==> config.mk <==
export PLATFORM = sky130hd
export DESIGN_NAME = regfile_write_arbiter_flat
export DESIGN_NICKNAME = d
export VERILOG_FILES = /design/src/rtl/regfile_write_arbiter_pkg.sv /design/src/rtl/regfile_write_arbiter_if.sv /design/src/rtl/regfile_write_decoder.sv /design/src/rtl/regfile_write_arbiter.sv /design/src/flat_wrapper.sv
export SDC_FILE = /design/constraint.sdc
export NUM_CORES = 1
export LEC_CHECK = 0
export CAP_MARGIN = 20
export CELL_PAD_IN_SITES_DETAIL_PLACEMENT = 0
export CELL_PAD_IN_SITES_GLOBAL_PLACEMENT = 1
export CORE_UTILIZATION = 30
export CTS_CLUSTER_SIZE = 28
export DETAILED_ROUTE_END_ITERATION = 8
export PLACE_DENSITY = 0.84
export SETUP_SLACK_MARGIN = 0.05
export SYNTH_ARGS = -nofsm -noshare
export SYNTH_HDL_FRONTEND = slang
export SYNTH_SLANG_ARGS = --single-unit
==> constraint.sdc <==
create_clock -name clk -period 2.23 [get_ports clk]
set_input_delay 0.669 -clock clk [delete_from_list [all_inputs] [get_ports clk]]
set_output_delay 0.669 -clock clk [all_outputs]
set_load 0.05 [all_outputs]
==> src/rtl/regfile_write_arbiter_pkg.sv <==
// Shared types and defaults for the register-file write arbiter and its decoder.
package regfile_pkg;
  localparam int WIDTH_DEF    = 32;
  localparam int ADDR_W_DEF   = 5;
  localparam int NUM_REGS_DEF = 32;
  localparam int ZERO_REG     = 0;

  typedef enum logic {
    REQ_ALU = 1'b0,
    REQ_MEM = 1'b1
  } req_idx_e;
endpackage

==> src/rtl/regfile_write_arbiter_if.sv <==
// Two-requester write bus plus the registered write-port outputs.
interface regfile_write_arbiter_if import regfile_pkg::*; #(
  parameter int WIDTH    = WIDTH_DEF,
  parameter int ADDR_W   = ADDR_W_DEF,
  parameter int NUM_REGS = NUM_REGS_DEF
);
  logic                hold;
  logic                req0_valid;
  logic [ADDR_W-1:0]   req0_addr;
  logic [WIDTH-1:0]    req0_data;
  logic                req0_ready;
  logic                req1_valid;
  logic [ADDR_W-1:0]   req1_addr;
  logic [WIDTH-1:0]    req1_data;
  logic                req1_ready;
  logic [NUM_REGS-1:0] wr_en;
  logic [WIDTH-1:0]    wr_data;
  logic [ADDR_W-1:0]   wr_addr;
  logic                wr_src;

  modport master (
    output hold, req0_valid, req0_addr, req0_data,
           req1_valid, req1_addr, req1_data,
    input  req0_ready, req1_ready, wr_en, wr_data, wr_addr, wr_src
  );

  modport slave (
    input  hold, req0_valid, req0_addr, req0_data,
           req1_valid, req1_addr, req1_data,
    output req0_ready, req1_ready, wr_en, wr_data, wr_addr, wr_src
  );
endinterface

==> src/rtl/regfile_write_decoder.sv <==
// Address to one-hot write-enable decode; register 0 is never enabled.
module regfile_write_decoder import regfile_pkg::*; #(
  parameter int ADDR_W   = ADDR_W_DEF,
  parameter int NUM_REGS = NUM_REGS_DEF
) (
  input  logic [ADDR_W-1:0]   addr_i,
  output logic [NUM_REGS-1:0] onehot_o
);
  assign onehot_o[ZERO_REG] = 1'b0;

  for (genvar k = 1; k < NUM_REGS; k++) begin : g_bit
    assign onehot_o[k] = (addr_i == ADDR_W'(k));
  end
endmodule

==> src/rtl/regfile_write_arbiter.sv <==
// Round-robin arbiter sharing one register-file write port between two requesters.
module regfile_write_arbiter import regfile_pkg::*; #(
  parameter int WIDTH    = WIDTH_DEF,
  parameter int ADDR_W   = ADDR_W_DEF,
  parameter int NUM_REGS = NUM_REGS_DEF
) (
  input logic                    clk,
  input logic                    reset_n,
  regfile_write_arbiter_if.slave bus
);
  req_idx_e            last_q, last_d, gnt_idx;
  req_idx_e            src_q, src_d;
  logic [NUM_REGS-1:0] en_q, en_d, dec;
  logic [WIDTH-1:0]    data_q, data_d;
  logic [ADDR_W-1:0]   addr_q, addr_d, sel_addr;
  logic                gnt0, gnt1, xfer;

  // On contention the requester that did not win last time goes first.
  assign gnt0 = reset_n && !bus.hold && bus.req0_valid &&
                (!bus.req1_valid || last_q == REQ_MEM);
  assign gnt1 = reset_n && !bus.hold && bus.req1_valid &&
                (!bus.req0_valid || last_q == REQ_ALU);
  assign xfer     = gnt0 || gnt1;
  assign gnt_idx  = gnt1 ? REQ_MEM : REQ_ALU;
  assign sel_addr = gnt1 ? bus.req1_addr : bus.req0_addr;

  assign bus.req0_ready = gnt0;
  assign bus.req1_ready = gnt1;

  regfile_write_decoder #(
    .ADDR_W  (ADDR_W),
    .NUM_REGS(NUM_REGS)
  ) u_dec (
    .addr_i  (sel_addr),
    .onehot_o(dec)
  );

  always_comb begin
    last_d = last_q;
    en_d   = '0;
    data_d = data_q;
    addr_d = addr_q;
    src_d  = src_q;
    if (xfer) begin
      last_d = gnt_idx;
      en_d   = dec;
      data_d = gnt1 ? bus.req1_data : bus.req0_data;
      addr_d = sel_addr;
      src_d  = gnt_idx;
    end
  end

  always_ff @(posedge clk) begin
    if (!reset_n) begin
      last_q <= REQ_MEM;
      en_q   <= '0;
      data_q <= '0;
      addr_q <= '0;
      src_q  <= REQ_ALU;
    end else begin
      last_q <= last_d;
      en_q   <= en_d;
      data_q <= data_d;
      addr_q <= addr_d;
      src_q  <= src_d;
    end
  end

  assign bus.wr_en   = en_q;
  assign bus.wr_data = data_q;
  assign bus.wr_addr = addr_q;
  assign bus.wr_src  = src_q;
endmodule
==> src/flat_wrapper.sv <==
// flat-port wrapper written by rule: the top's interface ports become plain ports
module regfile_write_arbiter_flat import regfile_pkg::*;
#(
  parameter int WIDTH    = WIDTH_DEF,
  parameter int ADDR_W   = ADDR_W_DEF,
  parameter int NUM_REGS = NUM_REGS_DEF
)
  (clk, reset_n, bus_hold, bus_req0_valid, bus_req0_addr, bus_req0_data, bus_req1_valid, bus_req1_addr, bus_req1_data, bus_req0_ready, bus_req1_ready, bus_wr_en, bus_wr_data, bus_wr_addr, bus_wr_src);
  regfile_write_arbiter_if #(.WIDTH(WIDTH), .ADDR_W(ADDR_W), .NUM_REGS(NUM_REGS)) bus_i ();
  input logic clk;
  input logic reset_n;
  input wire logic [$bits(bus_i.hold)-1:0] bus_hold;
  input wire logic [$bits(bus_i.req0_valid)-1:0] bus_req0_valid;
  input wire logic [$bits(bus_i.req0_addr)-1:0] bus_req0_addr;
  input wire logic [$bits(bus_i.req0_data)-1:0] bus_req0_data;
  input wire logic [$bits(bus_i.req1_valid)-1:0] bus_req1_valid;
  input wire logic [$bits(bus_i.req1_addr)-1:0] bus_req1_addr;
  input wire logic [$bits(bus_i.req1_data)-1:0] bus_req1_data;
  output wire logic [$bits(bus_i.req0_ready)-1:0] bus_req0_ready;
  output wire logic [$bits(bus_i.req1_ready)-1:0] bus_req1_ready;
  output wire logic [$bits(bus_i.wr_en)-1:0] bus_wr_en;
  output wire logic [$bits(bus_i.wr_data)-1:0] bus_wr_data;
  output wire logic [$bits(bus_i.wr_addr)-1:0] bus_wr_addr;
  output wire logic [$bits(bus_i.wr_src)-1:0] bus_wr_src;
  assign bus_i.hold = bus_hold;
  assign bus_i.req0_valid = bus_req0_valid;
  assign bus_i.req0_addr = bus_req0_addr;
  assign bus_i.req0_data = bus_req0_data;
  assign bus_i.req1_valid = bus_req1_valid;
  assign bus_i.req1_addr = bus_req1_addr;
  assign bus_i.req1_data = bus_req1_data;
  assign bus_req0_ready = bus_i.req0_ready;
  assign bus_req1_ready = bus_i.req1_ready;
  assign bus_wr_en = bus_i.wr_en;
  assign bus_wr_data = bus_i.wr_data;
  assign bus_wr_addr = bus_i.wr_addr;
  assign bus_wr_src = bus_i.wr_src;
  regfile_write_arbiter #(.WIDTH(WIDTH), .ADDR_W(ADDR_W), .NUM_REGS(NUM_REGS)) u_core (.clk(clk), .reset_n(reset_n), .bus(bus_i));
endmodule
==> metrics.txt <==
largest net degree at the start of global routing=33; part of the power in registers=between 40% and 50%; Sw Pwr=0.971 mW; Clk pwr share=33.7%; top-area cell type share of the netlist area=42.3%; Clock Sinks=70; max-capacitance violation count=0; core area=10500 sq um; synth warn=0; clk buf depth=2; CP required=1560 ps; syn_nets=436; Final Hold Violating Endpoints=0; Fillers=roughly 1000; ratio of cells with drive above 1 in the final layout=12.8%; Design Area, Final=5310 sq um; mapped cell area=3310 sq um; die area=approximately 11000 sq um; crit path capture type=output pin; Die X=107 microns; clock-pin slew on the worst setup and hold paths=70 ps; Clock Skew=approximately 4.0 ps; async set-reset flop share out of synthesis=0%; Mean Syn Cell Area=slightly above 9 sq um; RSZ-0062 raised after global routing=no; Final period util=95.3%; Antenna Cells=0; largest cells by area after synthesis=dfxtp_1, mux2i_1, o211ai_1, nand4_1, a21oi_1; Initial DRC Count=about 130; LEAKAGE=roughly 2.5 nW; worst IR drop on VDD=325 uV; DR DRC count=0; Cell Area, Placed=5080 sq um; DR pass1 iterations=4; fin crit period=2130 ps; dominant cell type by area after synthesis=dfxtp_1; initial core utilization=31.5%; Antenna Nets Post-Route=0; number of synthesized flops with an enable pin=0; Routed WL=10200 microns; Comb power frac=24.9%; # port buffers=149; multi-input logic area=1740 sq um; std cell rows=37; vias per cell=5.11; DP HPWL=7510 microns; initial antenna violation count=0; Area Growth Syn to Fin=60.3%; Syn Inst Count=roughly 360; Die H=about 110 microns; vias in the first global route=roughly 3300; outcome=complete, no violations; CTS H-tree lvls=3; Seq cells post-synth=70; commonest cells after routing, fill and taps aside=clkdlybuf4s50_1, dfxtp_1, mux2i_1, nand2_1, buf_4; pins over their slew limit=0; max_slew headroom=64.6%; Skew-Pair Late Insertion Delay=340 ps; Worst-Margin Slew=530 ps; FF/Latch Area=1400 sq um; root buf cell=clkbuf_8; post-synthesis sequential area ratio=42.3%; first-pass GRT wire length=16100 microns; total CTS buffers=9; startpoint types=input port; WL per Instance=15.7 microns; most common cell after layout, fill and taps aside=clkdlybuf4s50_1; routed via count=3328; Yosys cell types=28; GRT Util Overall=18.2%; Pwr Total=3.24 mW; Net Sw Frac=30.0%; Primary FF master, synth=dfxtp_1; final setup vio count=0; IO Count=151; post-CTS setup buffers=0; fin nets=a little under 600; CP Class=input port to output pin; Worst EP arrival=1460 ps; Cell Int Power=2.27 mW; FMAX=470 MHz; routability cong.=0.813; CTS tree=built; Hold Path Class=flip-flop to flip-flop; Critical Path Fanout Max=4; total gr overflow=0; Power Density=610 nW/um^2
[path summary, 6_finish.rpt]
| path | startpoint | to | slack, ps | cells past startpoint |
|---|---|---|---|---|
| worst max-delay path | bus_hold | bus_req0_ready | 100 | 4 |
| worst min-delay path | u_core.bus.wr_data[10]$_SDFFE_PN0P_ | u_core.bus.wr_data[10]$_SDFFE_PN0P_ | 460 | 2 |
| worst max register to register | u_core.last_q$_SDFFE_PN1P_ | u_core.bus.wr_en[9]$_SDFF_PN0_ | 650 | 5 |
| worst min register to register | u_core.bus.wr_data[10]$_SDFFE_PN0P_ | u_core.bus.wr_data[10]$_SDFFE_PN0P_ | 460 | 2 |
[stage by stage]
step	setup TNS (ps)	cells	setup WS (ps)	util, %	hold WS [ps]
2_1_floorplan	0	357	65.5	-	501
3_3_place_gp	-3770	636	-166	48.3	441
3_5_place_dp	-6670	636	-178	48.3	449
4_1_cts	0	651	50.6	50.0	465
5_1_grt	0	651	52.1	50.5	475
6_report	0	651	104	50.5	459
[logic make-up (layout without fill, tap and decap cells)]
family,after synthesis,in the layout,synth area share [%]
buffers and inverters,40,198,6.08
AOI/OAI and AO/OA,75,75,14.5
muxes,66,66,20.0
and+or+nand+nor,105,105,17.0
other,1,1,0.113
DFF,70,70,42.3
[sequential cells by signal (all words and copies together) (netlist names)]
register and cells:
u_core.bus.wr_data 32, u_core.bus.wr_en 31, u_core.bus.wr_addr 5, u_core.bus.wr_src 1, u_core.last_q 1
[power groups by stage]
stage                     registers (mW)  logic [mW]  clock network (mW)
after floorplan                     1.57       0.260                   0
after global placement              1.37       0.820                   0
after detailed placement            1.37       0.831                   0
after CTS                           1.34       0.813                1.12
after global routing                1.35       0.856                1.18
final                               1.34       0.807                1.09
[cells in the mapped netlist, types with 2 or more instances]
library cell and instances:
dfxtp_1 70, mux2i_1 66, nand2_1 43, a21oi_1 35
o211ai_1 32, nand4_1 31, clkbuf_1 15, buf_2 14
and3b_1 6, nor3b_1 6, nor2b_1 5, a311oi_1 4
buf_1 4, buf_6 4, and3_1 3, nor2_1 3
and2_1 2, inv_1 2, nand2b_1 2, nor3_1 2
[layout make-up]
cell class | count | area share [%]
multi-input combinational | 247 | 32.8
inverter | 2 | 0.141
clock buffer | 11 | 2.48
timing repair buffer | 181 | 33.6
tap | 136 | 3.21
sequential | 70 | 26.4
clock inverter | 4 | 1.37
[critical path, cell delays in order]
cell           delay [ps]
dlygate4sd2_1         290
nor2b_2               150
and3_4                210
buf_12                130
[layer usage]
layer | global-route usage, % | wire [microns] | vias to the layer above
met4 | 5.77 | 86 | 0
li1 | - | - | 1606
met3 | 7.48 | 1070 | 6
met2 | 31.9 | 5020 | 173
met1 | 19.8 | 4050 | 1543
met5 | 0 | 0 | -
[repair_timing]
action,in CTS,in global routing
hold endpoints to repair,0,0
pin swaps,0,1
resized for setup,26,26
hold buffers,0,0
setup endpoints to repair,22,24
No activity file was read; power rests on OpenSTA's default activity.
==> patch (same flow settings) <==
Reset style: asynchronous (`reset_n`), changed in one clocked block.
--- a/src/rtl/regfile_write_arbiter.sv
+++ b/src/rtl/regfile_write_arbiter.sv
@@ -50,7 +50,7 @@
     end
   end
 
-  always_ff @(posedge clk) begin
+  always_ff @(posedge clk or negedge reset_n) begin
     if (!reset_n) begin
       last_q <= REQ_MEM;
       en_q   <= '0;
Function: differs if reset_n is asserted again (counterexample within 4 cycles, from zero or initial values and one cycle with reset_n low); with reset_n held inactive, the same outputs for 10 cycles.
==> patch against the unedited design <==
Worst setup slack worse by 28 ps. Routed wire length up 27%. Core utilization down 2.0 points. Sequential share of layout area up 3.4 points. Area after synthesis up 13%. Sequential cell count unchanged. Cell area up 11%. Power up 40%. Critical endpoint is now bus_wr_data[24].
==> patch: results (changes against the unedited design) <==
status=finished clean; ys flop type=dfrtp_1; first-pass GRT wire length=20800 um (+30%); Syn Area/Cell=9.42 sq um (+1.5%); asr flop ratio synth=100% (+100 points); top cells by count, synth=69 x dfrtp_1, 63 x o211ai_1, 35 x inv_1; DRT iter0 DRCs=330 (+160%); Layout Nets=618 (+4.7%); post-detail-place hpwl=8620 um (+15%); crit-path max FO=2 (-2); length of the first detailed-routing pass in iterations=5 (+1); ranking of synthesized cells by area=dfrtp_1 46%, o211ai_1 13%, o2111ai_1 7.5%; register area share after synthesis=46.7% (+4.3 points); DRT Wirelength=13000 um (+27%); share of cells above drive strength 1=15.3% (+2.4 points); DR vias=3916 (+18%); Root Driver=clkbuf_16; P_leak=2.81 nW (+14%); largest net degree at the start of global routing=55 (+67%); fill count=1138 (+12%); Slowest-stage cell, CP=clkdlybuf4s50_1; vias in the first global route=3978 (+21%); synth unique cells=30 (+7.1%); vias per cell=5.50 (+7.6%); placed insts=696 (+9.4%)
## patch: cells by family (layout without fill, tap and decap cells)
group | count (synthesis) | in the layout | synth area share (%)
compound gates | 172 | 172 | 31.4
simple gates | 70 | 70 | 11.9
buf+inv | 86 | 231 | 9.92
other cells | 1 | 1 | 0.0998
flops | 70 | 70 | 46.7
## patch: worst register-to-register path, cell delays in order (launching register included)
cell     delay, ps
dfstp_2        640
nand2_4         80
buf_4          250
and3_1         210
a311o_1        310
## patch: metrics by stage
stage                     power, mW  setup WS (ps)  hold WS (ps)  utilization (%)  TNS [ps]
after CTS                      4.58           43.9           321             47.8         0
after global routing           4.76           50.0           326             48.5         0
after detailed placement       3.00           -297           530             45.0     -8050
after global placement         2.98           -302           519             45.0     -6410
final                          4.54           76.9           317             48.5         0
after floorplan                2.39           81.8           373                -         0
## patch: path summary, 6_finish.rpt
| path | from | to | slack (ps) |
|---|---|---|---|
| worst max-delay path | u_core.bus.wr_data[24] | bus_wr_data[24] | 80 |
| worst min-delay path | reset_n | u_core.bus.wr_en[11] | 320 |
| worst max register to register | u_core.last_q | u_core.bus.wr_addr[4] | 620 |
| worst min register to register | u_core.bus.wr_data[23] | u_core.bus.wr_data[23] | 540 |
| max in group asynchronous | reset_n | u_core.bus.wr_en[19] | 1260 |
| min in group clk | u_core.bus.wr_data[23] | u_core.bus.wr_data[23] | 540 |
## patch: area by class of cell
type | count | share of cell area, %
clock inverter | 7 | 1.77
clock buffer | 9 | 3.83
timing repair buffer | 180 | 30.5
tap | 168 | 3.58
inverter | 35 | 2.30
sequential | 70 | 29.8
multi-input combinational | 243 | 28.3
## patch: power by group
group	internal [mW]	switching, mW
Combinational	0.509	0.956
Sequential	1.42	0.0788
Clock	0.994	0.587
Total	2.92	1.62
## patch: timing repair
action / CTS / global route
hold endpoints to repair: 0 / 0
setup endpoints to repair: 6 / 34
pin swaps: 2 / 2
resized for setup: 11 / 37
## patch: per-layer routing
layer / wire length [um] / track usage, %
met1: 5380 / 25.7
met2: 6360 / 35.7
met3: 1060 / 4.41
met4: 208 / 7.88
met5: 0 / 0
